$ cat config.mk
export PLATFORM = sky130hd
export DESIGN_NAME = escalonador_fuzzy_flat
export DESIGN_NICKNAME = d
export VERILOG_FILES = /design/src/rtl/escalonador_fuzzy_if.sv /design/src/rtl/escalonador_fuzzy.sv /design/src/flat_wrapper.sv
export SDC_FILE = /design/constraint.sdc
export NUM_CORES = 1
export LEC_CHECK = 0
export ABC_AREA = 1
export CAP_MARGIN = 15
export CORE_MARGIN = 5
export CORE_UTILIZATION = 45
export DETAILED_ROUTE_END_ITERATION = 8
export PLACE_DENSITY = 0.83
export SLEW_MARGIN = 10
export SYNTH_ARGS = -nofsm -noshare
export SYNTH_HDL_FRONTEND = slang
export SYNTH_SLANG_ARGS = --single-unit
$ cat constraint.sdc
create_clock -name clk_0 -period 5.05 [get_ports clk_0]
set_input_delay 1.01 -clock clk_0 [delete_from_list [all_inputs] [get_ports clk_0]]
set_output_delay 1.01 -clock clk_0 [all_outputs]
set_load 0.01 [all_outputs]
$ cat src/rtl/escalonador_fuzzy_if.sv
// Signal bundle between the fuzzy-core scheduler, the channel front-ends,
// the shared fuzzy core and the result consumer.
interface escalonador_fuzzy_if #(
    parameter int N_CH = 4,
    parameter int CH_W = 2
);
    logic [N_CH-1:0]   req;
    logic [8*N_CH-1:0] ent_01;
    logic [8*N_CH-1:0] ent_02;
    logic [N_CH-1:0]   ack;
    logic [7:0]        core_ent_01;
    logic [7:0]        core_ent_02;
    logic              core_clr;
    logic              core_en_regras;
    logic [7:0]        core_saida;
    logic              res_valid;
    logic              res_ready;
    logic [CH_W-1:0]   res_canal;
    logic [7:0]        res_dado;
    logic              busy;

    // slave: the scheduler; master: everything around it
    modport slave (
        input  req, ent_01, ent_02, core_saida, res_ready,
        output ack, core_ent_01, core_ent_02, core_clr, core_en_regras,
               res_valid, res_canal, res_dado, busy
    );

    modport master (
        output req, ent_01, ent_02, core_saida, res_ready,
        input  ack, core_ent_01, core_ent_02, core_clr, core_en_regras,
               res_valid, res_canal, res_dado, busy
    );
endinterface

$ cat src/rtl/escalonador_fuzzy.sv
// Round-robin scheduler time-sharing one type-2 fuzzy core among N_CH channels:
// grant, clear core, hold EN_REGRAS for LAT cycles, return tagged result.
module escalonador_fuzzy #(
    parameter int N_CH = 4,
    parameter int CH_W = 2,
    parameter int LAT  = 20
) (
    input  logic clk_0,
    input  logic Srst,
    escalonador_fuzzy_if.slave bus
);
    typedef enum logic [1:0] {IDLE, LOAD, RUN, DONE} state_t;

    state_t          state_q, state_d;
    logic [CH_W-1:0] ptr_q, ptr_d;
    logic [7:0]      cnt_q, cnt_d;
    logic [7:0]      ent01_q, ent01_d;
    logic [7:0]      ent02_q, ent02_d;
    logic [7:0]      dado_q, dado_d;
    logic [CH_W-1:0] canal_q, canal_d;
    logic [N_CH-1:0] ack_q, ack_d;
    logic            clr_q, en_q, valid_q, busy_q;

    logic            win_found;
    logic [CH_W-1:0] win_idx;
    logic [CH_W-1:0] cand;

    // Search starts just after the last served channel; index wraps for free
    // because N_CH is a power of two.
    always_comb begin
        win_found = 1'b0;
        win_idx   = '0;
        cand      = '0;
        for (int i = 1; i <= N_CH; i++) begin
            cand = ptr_q + CH_W'(i);
            if (!win_found && bus.req[cand]) begin
                win_found = 1'b1;
                win_idx   = cand;
            end
        end
    end

    always_comb begin
        state_d = state_q;
        ptr_d   = ptr_q;
        cnt_d   = cnt_q;
        ent01_d = ent01_q;
        ent02_d = ent02_q;
        dado_d  = dado_q;
        canal_d = canal_q;
        case (state_q)
            IDLE: begin
                if (win_found) begin
                    state_d = LOAD;
                    ent01_d = bus.ent_01[8*win_idx +: 8];
                    ent02_d = bus.ent_02[8*win_idx +: 8];
                    canal_d = win_idx;
                end
            end
            LOAD: begin
                state_d = RUN;
                cnt_d   = 8'(LAT - 1);
            end
            RUN: begin
                if (cnt_q == 8'd0) begin
                    dado_d  = bus.core_saida;
                    state_d = DONE;
                end else begin
                    cnt_d = cnt_q - 8'd1;
                end
            end
            DONE: begin
                if (bus.res_ready) begin
                    ptr_d   = canal_q;
                    state_d = IDLE;
                end
            end
            default: state_d = IDLE;
        endcase
    end

    // Grant pulse is decoded from the next state so it appears during LOAD.
    for (genvar gi = 0; gi < N_CH; gi++) begin : g_ack
        assign ack_d[gi] = (state_d == LOAD) && (win_idx == CH_W'(gi));
    end

    always_ff @(posedge clk_0 or negedge Srst) begin
        if (!Srst) begin
            state_q <= IDLE;
            ptr_q   <= CH_W'(N_CH - 1);
            cnt_q   <= '0;
            ent01_q <= '0;
            ent02_q <= '0;
            dado_q  <= '0;
            canal_q <= '0;
            ack_q   <= '0;
            clr_q   <= 1'b0;
            en_q    <= 1'b0;
            valid_q <= 1'b0;
            busy_q  <= 1'b0;
        end else begin
            state_q <= state_d;
            ptr_q   <= ptr_d;
            cnt_q   <= cnt_d;
            ent01_q <= ent01_d;
            ent02_q <= ent02_d;
            dado_q  <= dado_d;
            canal_q <= canal_d;
            ack_q   <= ack_d;
            clr_q   <= (state_d == LOAD);
            en_q    <= (state_d == RUN);
            valid_q <= (state_d == DONE);
            busy_q  <= (state_d != IDLE);
        end
    end

    assign bus.ack            = ack_q;
    assign bus.core_ent_01    = ent01_q;
    assign bus.core_ent_02    = ent02_q;
    assign bus.core_clr       = clr_q;
    assign bus.core_en_regras = en_q;
    assign bus.res_valid      = valid_q;
    assign bus.res_canal      = canal_q;
    assign bus.res_dado       = dado_q;
    assign bus.busy           = busy_q;
endmodule

$ cat src/flat_wrapper.sv
// flat-port wrapper written by rule: the top's interface ports become plain ports
module escalonador_fuzzy_flat 
#(
    parameter int N_CH = 4,
    parameter int CH_W = 2,
    parameter int LAT  = 20
)
  (clk_0, Srst, bus_req, bus_ent_01, bus_ent_02, bus_core_saida, bus_res_ready, bus_ack, bus_core_ent_01, bus_core_ent_02, bus_core_clr, bus_core_en_regras, bus_res_valid, bus_res_canal, bus_res_dado, bus_busy);
  escalonador_fuzzy_if #(.N_CH(N_CH), .CH_W(CH_W)) bus_i ();
  input  logic clk_0;
  input  logic Srst;
  input wire logic [$bits(bus_i.req)-1:0] bus_req;
  input wire logic [$bits(bus_i.ent_01)-1:0] bus_ent_01;
  input wire logic [$bits(bus_i.ent_02)-1:0] bus_ent_02;
  input wire logic [$bits(bus_i.core_saida)-1:0] bus_core_saida;
  input wire logic [$bits(bus_i.res_ready)-1:0] bus_res_ready;
  output wire logic [$bits(bus_i.ack)-1:0] bus_ack;
  output wire logic [$bits(bus_i.core_ent_01)-1:0] bus_core_ent_01;
  output wire logic [$bits(bus_i.core_ent_02)-1:0] bus_core_ent_02;
  output wire logic [$bits(bus_i.core_clr)-1:0] bus_core_clr;
  output wire logic [$bits(bus_i.core_en_regras)-1:0] bus_core_en_regras;
  output wire logic [$bits(bus_i.res_valid)-1:0] bus_res_valid;
  output wire logic [$bits(bus_i.res_canal)-1:0] bus_res_canal;
  output wire logic [$bits(bus_i.res_dado)-1:0] bus_res_dado;
  output wire logic [$bits(bus_i.busy)-1:0] bus_busy;
  assign bus_i.req = bus_req;
  assign bus_i.ent_01 = bus_ent_01;
  assign bus_i.ent_02 = bus_ent_02;
  assign bus_i.core_saida = bus_core_saida;
  assign bus_i.res_ready = bus_res_ready;
  assign bus_ack = bus_i.ack;
  assign bus_core_ent_01 = bus_i.core_ent_01;
  assign bus_core_ent_02 = bus_i.core_ent_02;
  assign bus_core_clr = bus_i.core_clr;
  assign bus_core_en_regras = bus_i.core_en_regras;
  assign bus_res_valid = bus_i.res_valid;
  assign bus_res_canal = bus_i.res_canal;
  assign bus_res_dado = bus_i.res_dado;
  assign bus_busy = bus_i.busy;
  escalonador_fuzzy #(.N_CH(N_CH), .CH_W(CH_W), .LAT(LAT)) u_core (.clk_0(clk_0), .Srst(Srst), .bus(bus_i));
endmodule
==> results of run 1 <==
[power groups by stage]
stage,combinational (mW),clock (mW),sequential [mW]
floorplan,1.42,0,0.684
global placement,1.85,0,0.662
detailed placement,1.90,0,0.671
CTS,1.91,0.228,0.664
global route,2.19,0.239,0.683
finish,1.90,0.223,0.663
[state kept, by name, summed over array words and instances, names as in the netlist, 2 cells and up]
| register | flops |
|---|---|
| u_core.cnt_q | 8 |
| u_core.bus.core_ent_01 | 8 |
| u_core.ptr_q | 2 |
| u_core.state_q | 2 |
| u_core.bus.ack | 4 |
| u_core.bus.res_dado | 8 |
| u_core.bus.core_ent_02 | 8 |
| u_core.bus.res_canal | 2 |
[placed cells by master, fill, tap and decap left out, types with 2 or more instances in the layout]
master / count
o21ai_0: 7
nand2_4: 2
nor2_1: 10
nand2_1: 192
nand3_4: 2
nand2_2: 13
mux2_2: 8
inv_1: 14
nand4_1: 2
a21oi_1: 5
clkbuf_8: 5
nand3_1: 43
inv_2: 3
dfrtp_1: 44
dfstp_2: 2
clkdlybuf4s50_1: 111
nor3_1: 5
nor2_4: 2
[critical path: cells and delay by family]
| family | cells | cell delay (ns) |
|---|---|---|
| buffers and inverters | 3 | 0.99 |
| AND/OR/NAND/NOR | 8 | 1.30 |
[path summary, 6_finish.rpt]
check | endpoint | cells past startpoint | slack (ns) | startpoint
worst min register to register | u_core.bus.core_ent_02[3]$_DFFE_PN0P_ | 2 | 0.49 | u_core.bus.core_ent_02[3]$_DFFE_PN0P_
worst min-delay path | u_core.bus.core_ent_02[3]$_DFFE_PN0P_ | 2 | 0.49 | u_core.bus.core_ent_02[3]$_DFFE_PN0P_
min in group asynchronous | u_core.bus.ack[3]$_DFF_PN0_ | 1 | 0.62 | Srst
worst max register to register | u_core.bus.core_ent_02[4]$_DFFE_PN0P_ | 15 | 2.44 | u_core.ptr_q[0]$_DFFE_PN1P_
max in group asynchronous | u_core.cnt_q[7]$_DFFE_PN0P_ | 2 | 3.95 | Srst
worst max-delay path | u_core.bus.core_ent_01[2]$_DFFE_PN0P_ | 11 | 1.97 | bus_req[0]
[per-layer routing]
metal  up-vias  routed length (µm)
li1       1409                   -
met1      1239                3040
met2       123                3600
met3        15                 704
met4         0                 139
met5         -                   0
[cell type report]
type                            instances  area, µm²  share of cell area, %
Multi-Input combinational cell        302       1430                   35.9
Inverter                               19       83.8                   2.10
Clock inverter                          2       13.8                  0.345
Sequential cell                        46       1150                   28.9
Tap cell                               75       93.8                   2.35
Timing Repair Buffer                  113       1140                   28.5
Clock buffer                            6       72.6                   1.82
[logic make-up after synthesis]
logic type	count (synthesis)	share of synthesized area [%]
AO/OA/AOI/OAI	16	3.91
AND/OR/NAND/NOR	275	43.1
adder cells (fa/ha/maj)	1	0.449
buffers and inverters	36	7.27
flip-flops	46	41.4
XOR/XNOR	2	0.628
multiplexers	8	3.23
[stage by stage]
stage | cell area, µm² | cells
finish | 3990 | 563
global route | 3990 | 563
CTS | 3970 | 562
detailed placement | 3880 | 554
global placement | 3880 | 554
floorplan | 2790 | 384
==> out/summary.txt, run 1 <==
# Post-CTS Setup Buffers: 0
Routed WL: 7.48 mm
Synth Instances: 384
CTS tree: done
M1 GR Usage: 24.7%
Switching Share: 50.7%
Max incr delay on CP: 0.52 ns
Clk slew on worst S/H paths: 0.09 ns
Clock power frac: 8.0%
Final WS setup: 1.97 ns
Internal power: 1.37 mW
Yosys reg bits: 46
Hold Crit Class: reg2reg
Unrepaired setup endpoints after global routing: no
Library cells used by synthesis: 33
Tmin final: 3.08 ns
Max-slew violation count: 0
Max cap viols: 0
Largest net degree at the start of global routing: 47
Synth Net Count: 464
DP HPWL: 5.77 mm
Core Region: 0.00596 mm²
Avg Cell Area, Syn: 7.26 µm²
Met2 global-route usage: 34.6%
Run status: finished, final reports clean
Most frequent cells after synthesis: nand2_1, dfrtp_1, nand3_1
Mapped Area: 0.00279 mm²
Setup tns final: 0 ns
Top-count cell post-synth: nand2_1
Clock Tree Buf Depth: 2
Critical setup path kind: in2reg
Synth area leader: dfrtp_1
Die Area: 0.00787 mm²
Seq pwr share: 23.8%
Root Driver: clkbuf_8
Comb pwr share: 68.2%
M3 GR Usage: 4.66%
CP Capture Type: register
Main synth FF type: dfrtp_1
GRT overflow: 0
Maximum vdd drop: 0.444 mV
Placement Rows: 28
GRT busiest layer: met2
Warnings, synthesis: 0
DR iter-0 viols: 108
Setup Skew: 0.00883 ns
Asr flop ratio synth: 100%
Core Util, Final: 66.9%
Inserted Diodes: 0
Area growth syn-to-layout: 43.0%
I/O pin total: 113
Worst path most repeated cell: nand2_1
Worst endpoint required time: 5.29 ns
Crit-path max FO: 34
Slew @ Worst Pin: 0.581 ns
First-pass GRT wire length: 12.6 mm
Top-area cell type share of the netlist area: 39.5%
Post-synth EDFFs: 0
Post-DR vias/cell: 4.95
Vias in the first global route: 2,848
Filler cells: 513
DRT antenna net count: 0
Critical Path, Cell by Cell: clkdlybuf4s50_1 > nand2_1 > nand2_2 > nand2_1 > nand2_1 > inv_1 > nand3_4 > nand3_2 > inv_2 > nand2_1 > nand2_1
Period utilization: 61.0%
Critical Path Start Type: input pin
Die width: 88.7 µm
Layout cell share with drive strength beyond 1: 9.84%
Synth area leaders: dfrtp_1, nand2_1, nand3_1
Clock sinks: 46
Nets: 567
Post-route DRC: 0
Final setup viols: 0
Starting Density: 46.8%
DR pass1 iterations: 5
Avg WL per Cell: 13.3 µm
Max Clk Rate: 325 MHz
H-tree depth: 2
Cts bufs inserted: 5
Hold Vio Cnt, Final: 0
All-Layer GR Usage: 20.1%
Cts hold-fix bufs: 0
Pre-CTS WS: 1.64 ns
Pleak: 1.99 nW
Rel. slew slack: 61.1%
Vias: 2,786
Power per Cell Area: 699 mW/mm²
Register area share after synthesis: 41.4%
Die Y: 88.7 µm
Sw power: 1.41 mW
CTS resizes: 0
Slowest cell on crit path: nand3_2
Final Total Pwr: 2.78 mW
Skew-Pair Late Insertion Delay: 0.30 ns
Placer Congestion: 0.874
Port Buffers: 112
WHS: 0.486 ns
Initial antenna violation count: 0
Worst Path Arrival: 3.32 ns
(Power assumes the default switching activity.)
==> run 2: changes to the inputs <==
- CORE_UTILIZATION: 45 -> 44
- PLACE_DENSITY: 0.83 -> 0.81
- clock period: 5.05 -> 3.1 ns (I/O delays scaled with it)
==> out/summary.txt, run 2 (same netlist as run 1, synthesis figures left out) <==
Critical setup path kind: in2reg
Worst endpoint required time: 3.33 ns
I/O pin total: 113
Vias: 2,741
Placer Congestion: 0.866
Setup tns final: 0 ns
DRT antenna net count: 0
Root Driver: clkbuf_8
Nets: 569
Port Buffers: 112
Slew @ Worst Pin: 0.995 ns
Register-to-Register Path Depth: 15
DR pass1 iterations: 4
Avg WL per Cell: 12.9 µm
Commonest non-fill, non-tap cell in the layout: nand2_1
H-tree depth: 2
Power per Cell Area: 1160 mW/mm²
CTS resizes: 0
Reg2Reg Capture Point: u_core.bus.core_ent_01[5]$_DFFE_PN0P_
Rel. slew slack: 33.7%
DP HPWL: 5.68 mm
Run status: finished, final reports clean
Worst Path Arrival: 2.51 ns
Design Area, Final: 0.00402 mm²
Core Util, Final: 64.4%
Setup Skew: 0.00350 ns
GRT overflow: 0
Final setup viols: 0
Hold Crit Class: in2async
Die Y: 89.6 µm
DR iter-0 viols: 78
All-Layer GR Usage: 18.7%
Max cap viols: 0
Inserted Diodes: 0
Period utilization: 73.4%
Crit Reg-Reg Startpoint: u_core.ptr_q[0]$_DFFE_PN1P_
Maximum vdd drop: 0.561 mV
Placement Rows: 29
Skew-Pair Late Insertion Delay: 0.29 ns
Max-slew violation count: 0
Cts bufs inserted: 5
Pleak: 2.01 nW
Clock sinks: 46
Register-to-register setup slack: 0.94 ns
Clock Tree Buf Depth: 2
Layout cell share with drive strength beyond 1: 10.4%
Critical Path Start Type: input pin
Post-route DRC: 0
# Post-CTS Setup Buffers: 0
Die width: 89.6 µm
Commonest cells after routing, fill and taps aside: nand2_1, clkdlybuf4s50_1, dfrtp_1
First-pass GRT wire length: 11.9 mm
Hold Vio Cnt, Final: 0
Dpl cell area: 0.00390 mm²
Post-DR vias/cell: 4.83
Vias in the first global route: 2,659
Area growth syn-to-layout: 44.1%
Clk slew on worst S/H paths: 0.09 ns
Routed WL: 7.30 mm
Core Region: 0.00624 mm²
CTS tree: done
Unrepaired setup endpoints after global routing: no
Die Area: 0.00803 mm²
Cts hold-fix bufs: 0
CP Capture Type: register
Starting Density: 44.7%
Largest net degree at the start of global routing: 47
Max Clk Rate: 440 MHz
Crit-path max FO: 19
Tmin final: 2.27 ns
Initial antenna violation count: 0
## run 2: changes by cell type in the layout (fill, tap and decap cells not counted)
| cell | previous run | this run |
|---|---|---|
| buf_4 | 0 | 3 |
| clkinv_4 | 1 | 0 |
| buf_12 | 1 | 0 |
| inv_6 | 1 | 2 |
| clkbuf_1 | 1 | 0 |
| bufinv_16 | 0 | 1 |
## run 2: cell type report
| cell class | instances | area, µm² |
|---|---|---|
| clock buffer | 5 | 68.8 |
| timing repair buffer | 115 | 1140 |
| multi-input combinational | 302 | 1430 |
| fill | 579 | 2220 |
| inverter | 19 | 83.8 |
| tap | 77 | 96.3 |
| clock inverter | 3 | 43.8 |
| sequential | 46 | 1150 |
## run 2: worst max path at each step
stage / from / endpoint / slack (ns) / depth (start not counted)
3_5_place_dp: bus_req[3] / u_core.bus.core_ent_01[0]$_DFFE_PN0P_ / 0.52 / 13
5_1_grt: bus_req[0] / u_core.bus.core_ent_01[0]$_DFFE_PN0P_ / 0.64 / 13
4_1_cts: bus_req[3] / u_core.bus.core_ent_01[0]$_DFFE_PN0P_ / 0.83 / 13
6_report: bus_req[3] / u_core.bus.core_ent_01[0]$_DFFE_PN0P_ / 0.83 / 13
2_1_floorplan: u_core.ptr_q[0]$_DFFE_PN1P_ / u_core.bus.core_ent_02[3]$_DFFE_PN0P_ / 1.27 / 14
3_3_place_gp: bus_req[3] / u_core.bus.core_ent_01[5]$_DFFE_PN0P_ / 0.60 / 14
## run 2: worst max-delay path: stages
cell and delay, ns:
clkdlybuf4s50_1 0.50, nand2_1 0.09, nand3_1 0.12, nand2_2 0.09
inv_2 0.07, nor2_4 0.04, nand3_1 0.14, nand2_2 0.09
a21oi_4 0.41, nand2_1 0.13, nand2_1 0.09, nand2_1 0.05
nand2_1 0.06
## run 2: metal layers
metal  wire length (µm)  vias to the layer above  global-route usage (%)
met1               2990                     1217                    22.8
met5                  0                        -                       0
li1                   -                     1416                       -
met2               3470                       99                    31.8
met4                 74                        0                    4.60
met3                768                        9                    6.57
## run 2: power breakdown
group	switching (mW)	total, mW	internal [mW]
clock	0.203	0.444	0.242
sequential	0.194	1.08	0.886
combinational	1.91	3.13	1.22
total	2.31	4.66	2.35
## run 2: metrics by stage
step	instances	setup WS [ns]	power (mW)	hold WS [ns]
finish	567	0.825	4.66	0.481
global route	567	0.639	5.20	0.522
CTS	567	0.830	4.72	0.488
detailed placement	559	0.520	4.26	0.464
global placement	559	0.602	4.17	0.461
floorplan	384	1.27	3.42	0.324
